**src/rtl/pipe_pkg.sv**
```systemverilog
// Shared definitions for handshaked pipeline stage registers.
//   ST_EMPTY/ST_ONE/ST_TWO : occupancy encodings of a two-entry skid stage
//   DATA_W                 : default data width of every stage register
package pipe_pkg;

   localparam int unsigned DATA_W = 32;

   localparam logic [1:0] ST_EMPTY = 2'd0;
   localparam logic [1:0] ST_ONE   = 2'd1;
   localparam logic [1:0] ST_TWO   = 2'd2;

   // StBad is unreachable; it is decoded as empty so a corrupted state drains cleanly.
   typedef enum logic [1:0] {
      StEmpty = ST_EMPTY,
      StOne   = ST_ONE,
      StTwo   = ST_TWO,
      StBad   = 2'd3
   } skid_state_e;

endpackage

```
**src/rtl/en_reg.sv**
```systemverilog
// Data register with load enable and synchronous clear.
//   clk   : rising-edge clock
//   reset : asynchronous active-high reset, q -> 0
//   clr   : synchronous clear, q -> 0 (wins over en)
//   en    : load d at the next edge
//   d     : next data
//   q     : stored data
module en_reg
   import pipe_pkg::*;
#(
   parameter int unsigned WIDTH = DATA_W
) (
   input  logic             clk,
   input  logic             reset,
   input  logic             clr,
   input  logic             en,
   input  logic [WIDTH-1:0] d,
   output logic [WIDTH-1:0] q
);

   always_ff @(posedge clk or posedge reset) begin
      if (reset) begin
         q <= '0;
      end else if (clr) begin
         q <= '0;
      end else if (en) begin
         q <= d;
      end
   end

endmodule

```
**src/rtl/pipe_skid_reg.sv**
```systemverilog
// Two-entry valid/ready pipeline register with a skid slot, so in_ready is
// registered and never depends combinationally on out_ready.
//   clk, reset          : clock, asynchronous active-high reset
//   flush               : synchronous discard of all held words
//   in, in_valid        : upstream word and its valid
//   in_ready            : registered; low only while both entries are full
//   out, out_valid      : word presented downstream (always the main entry)
//   out_ready           : downstream accepts out this cycle
//   occupancy           : words held, 0..2
module pipe_skid_reg
   import pipe_pkg::*;
#(
   parameter int unsigned WIDTH = DATA_W
) (
   input  logic             clk,
   input  logic             reset,
   input  logic             flush,
   input  logic [WIDTH-1:0] in,
   input  logic             in_valid,
   output logic             in_ready,
   output logic [WIDTH-1:0] out,
   output logic             out_valid,
   input  logic             out_ready,
   output logic [1:0]       occupancy
);

   skid_state_e      state_q, state_d;
   logic             in_ready_q, in_ready_d;
   logic             in_fire, out_fire;
   logic             main_ld, main_from_skid, skid_ld;
   logic [WIDTH-1:0] main_q, skid_q, main_nxt;

   assign in_fire  = in_valid & in_ready_q;
   assign out_fire = out_valid & out_ready;

   always_comb begin
      state_d        = state_q;
      main_ld        = 1'b0;
      main_from_skid = 1'b0;
      skid_ld        = 1'b0;
      unique case (state_q)
         StOne: begin
            if (in_fire && out_fire) begin
               main_ld = 1'b1;
            end else if (in_fire) begin
               state_d = StTwo;
               skid_ld = 1'b1;
            end else if (out_fire) begin
               state_d = StEmpty;
            end
         end
         StTwo: begin
            // in_ready is low here, so only the drain case exists.
            if (out_fire) begin
               state_d        = StOne;
               main_ld        = 1'b1;
               main_from_skid = 1'b1;
            end
         end
         StEmpty, StBad: begin
            if (in_fire) begin
               state_d = StOne;
               main_ld = 1'b1;
            end else begin
               state_d = StEmpty;
            end
         end
      endcase
      if (flush) begin
         state_d = StEmpty;
         main_ld = 1'b0;
         skid_ld = 1'b0;
      end
      in_ready_d = (state_d != StTwo);
   end

   always_ff @(posedge clk or posedge reset) begin
      if (reset) begin
         state_q    <= StEmpty;
         in_ready_q <= 1'b1;
      end else begin
         state_q    <= state_d;
         in_ready_q <= in_ready_d;
      end
   end

   assign main_nxt = main_from_skid ? skid_q : in;

   en_reg #(
      .WIDTH (WIDTH)
   ) u_main (
      .clk   (clk),
      .reset (reset),
      .clr   (flush),
      .en    (main_ld),
      .d     (main_nxt),
      .q     (main_q)
   );

   en_reg #(
      .WIDTH (WIDTH)
   ) u_skid (
      .clk   (clk),
      .reset (reset),
      .clr   (flush),
      .en    (skid_ld),
      .d     (in),
      .q     (skid_q)
   );

   assign out       = main_q;
   assign out_valid = (state_q == StOne) || (state_q == StTwo);
   assign in_ready  = in_ready_q;
   assign occupancy = (state_q == StBad) ? ST_EMPTY : state_q;

endmodule

```
**config.mk**
```make
export PLATFORM = sky130hd
export DESIGN_NAME = pipe_skid_reg
export DESIGN_NICKNAME = d
export VERILOG_FILES = /design/src/rtl/pipe_pkg.sv /design/src/rtl/en_reg.sv /design/src/rtl/pipe_skid_reg.sv
export SDC_FILE = /design/constraint.sdc
export NUM_CORES = 1
export LEC_CHECK = 0
export CAP_MARGIN = 20
export CORE_ASPECT_RATIO = 0.7
export CORE_MARGIN = 1.5
export CORE_UTILIZATION = 44
export DETAILED_ROUTE_END_ITERATION = 10
export PLACE_DENSITY = 0.75
export SYNTH_ARGS = -nofsm -noshare
export SYNTH_HDL_FRONTEND = slang
export SYNTH_SLANG_ARGS = --single-unit
```
**constraint.sdc**
```tcl
create_clock -name clk -period 2.2 [get_ports clk]
set_input_delay 0.44 -clock clk [delete_from_list [all_inputs] [get_ports clk]]
set_output_delay 0.44 -clock clk [all_outputs]
set_load 0.005 [all_outputs]
```
==> out/metrics.yaml <==
grt_use_met2_pct: 28.45
slowest_stage: "clkdlybuf4s50_1"
place.gp.congestion: 0.7303
r2r_start: "state_q[0]$_DFF_PP0_"
fin_setup_tns_ps: 0
multiInputGateArea_um2: 1199
syn_area_per_cell_um2: 12.13
relSlewSlack_pct: 43.87
ys_top_cells_by_area: "dfrtp_1, mux2i_1, a22o_1"
worstMarginPinSlew_ps: 841.9
crit_chain: "inv_1 > ha_2 > clkdlybuf4s50_1"
synth_cell_types: 28
r2r-end: "u_skid.q[21]$_DFFE_PP0P_"
ys_ff_latch: 67
core-area_um2: 6366
cts_buffer_depth: 2
max_freq_mhz: 461.4
synth_cells: 244
syn_area_um2: 2959
place_ws_ps: 19.70
grtUsageMet1_pct: 29.18
seq_area_um2: 1678
cts_max_level: 3
finClkSkew_ps: 6.304
fin_nets: 362
yosys.area.top_type_share_pct: 55.81
grt_pass1_vias: 2195
final.period_utilization_pct: 98.51
drt_first_pass_iters: 4
postRouteAntennaNets: 0
synthesis.nets: 283
grt_use_met3_pct: 8.390
max_stage_delay_ps: 560
hold_slack_ps: 475.4
finalHoldViolations: 0
endpoint_kind: "output pin"
hold_path_class: "in2async"
timing.final.ws_setup_ps: 32.82
crit_fanout: 8
io_buffers: 72
drc_errors: 0
clk_pin_slew_ps: 70
ys_seq_area_share_pct: 56.70
overflow: 0
postLayoutCellArea_um2: 4064
layoutNonFillerInstCount: 419
n_antenna_cell: 0
outcome: "complete, no violations"
fill_cells: 521
start_util_pct: 46.48
cp_data_required_time_ps: 1760
cts_made_buffers: 9
cts_setup_buffers: 0
grt_max_degree: 37
row_count: 24
grt_pass1_wl_mm: 11.16
dp_cells: 402
leakagePower_nw: 1.984
crit_type: "reg2out"
drt_iter0_drc: 133
placed_area_um2: 3874
cp.arrival_ps: 1730
syn2layout_area_growth_pct: 37.34
rsz0062_at_grt: "yes"
routed_via_density: 5.334
io_pins: 73
antenna_found_initial: 0
die_h_um: 71.61
die_area_um2: 7234
maxCapViolCount: 0
period_minus_slack_ps: 2167
dp_hpwl_mm: 4.446
critPathLaunch: "state_q[1]$_DFF_PP0_"
r2r_cells: 6
clock-sinks: 67
routed_wl_mm: 6.975
vdd_ir_drop_max_uv: 432.4
cts_hold_buffers: 0
num_vias: 2235
grt_busiest_layer: "met1"
drive_gt1_share_pct: 12.50
cts_root_buf: "clkbuf_8"
post_drt_wl_per_cell_um: 16.65
synth_warnings: 0
insertion_delay_ps: 340
crit_path_start_kind: "flip-flop"
die_x_um: 101.0
cp-endpoint: "occupancy[0]"
setup_viol: 0
cts_tree: "done"
r2r_slack_ps: 40
track_usage_pct: 20.25
drv_slew: 0
post-synth-top-area-cell: "dfrtp_1"
power.density_nw_per_um2: 704.2
[through the flow]
stage / utilization, % / total power (W)
after floorplan: - / 0.001639
after global placement: 60.85 / 0.001954
after detailed placement: 60.85 / 0.001962
after CTS: 63.70 / 0.002896
after global routing: 63.84 / 0.003008
final: 63.84 / 0.002862
[cell type report]
type                       instances  share of cell area [%]
clock buffer                      10                   3.387
sequential                        67                   41.29
inverter                           5                  0.4618
multi-input combinational        154                   29.50
timing repair buffer              86                   21.55
tap                               91                   2.802
clock inverter                     6                   1.016
[flip-flops by register name, indices dropped and copies added (netlist names)]
name      cells
u_main.q     32
u_skid.q     32
state_q       2
in_ready      1
[worst min path at each step]
stage / start / end / slack (ps)
3_3_place_gp: u_main.q[16]$_DFFE_PP0P_ / u_main.q[16]$_DFFE_PP0P_ / 460
6_report: reset / u_main.q[11]$_DFFE_PP0P_ / 480
5_1_grt: reset / u_main.q[11]$_DFFE_PP0P_ / 500
2_1_floorplan: u_skid.q[0]$_DFFE_PP0P_ / u_skid.q[0]$_DFFE_PP0P_ / 470
4_1_cts: reset / u_main.q[8]$_DFFE_PP0P_ / 470
3_5_place_dp: u_main.q[25]$_DFFE_PP0P_ / u_main.q[25]$_DFFE_PP0P_ / 470
[per-layer routing]
| layer | up-vias | share of wire, % | wire (um) |
|---|---|---|---|
| met1 | 1071 | 49 | 3391 |
| met2 | 90 | 42 | 2948 |
| met5 | - | 0 | 0 |
| li1 | 1065 | - | - |
| met3 | 9 | 8.0 | 555 |
| met4 | 0 | 1.1 | 80 |
[synth_stat cells]
cell       count
ha_1           2
nand2_1       36
nand2b_1       1
a211oi_2       1
clkbuf_1       3
a41o_1         1
xnor2_1        1
nand3_1        2
a22o_1        32
a21oi_2        1
a211oi_1       1
o21ai_0        1
nor2b_1        1
o2bb2ai_4      1
nor3_2         1
nor2_1         1
and2_1         1
buf_2         16
mux2i_1       32
o31ai_1       32
dfstp_2        1
o221ai_1       1
and4b_1        1
nand2b_4       1
and2b_4        1
dfrtp_1       66
a21oi_1        1
inv_1          5
[critical path, delay by kind of cell (launching register included)]
| family | cells | cell delay [ps] |
|---|---|---|
| adder cells (fa/ha/maj) | 1 | 330 |
| buffers and inverters | 2 | 640 |
| flip-flops | 1 | 430 |
[logic make-up after synthesis]
logic type                 Yosys count  share of synthesized area, %
muxes                               32                         10.82
buffers and inverters               24                         3.721
adders and majority gates            2                        0.8455
xor gates and xnor gates             1                        0.2960
and+or+nand+nor                     46                         7.146
AOI/OAI and AO/OA                   72                         20.47
DFF                                 67                         56.70
[where the power goes]
part | internal [W] | leakage [nW] | switching (W)
clock | 0.000439 | 0.0960 | 0.000476
sequential | 0.00133 | 0.896 | 0.0000573
combinational | 0.000312 | 0.992 | 0.000250
[repair_timing]
item	CTS	global route
pin swaps	0	1
endpoints found under the setup margin	1	34
cloned	0	1
resized for setup	1	0
[cell usage in the layout (no fill, tap or decap), types with 2 or more instances in the layout]
cell	instances
o31ai_1	32
nand2_1	35
clkbuf_8	10
buf_4	10
a22o_1	32
buf_12	4
mux2i_1	32
clkdlybuf4s50_1	72
clkinv_4	3
dfrtp_1	66
inv_1	4
nand3_1	2
clkinv_2	3
(Power assumes the default switching activity.)
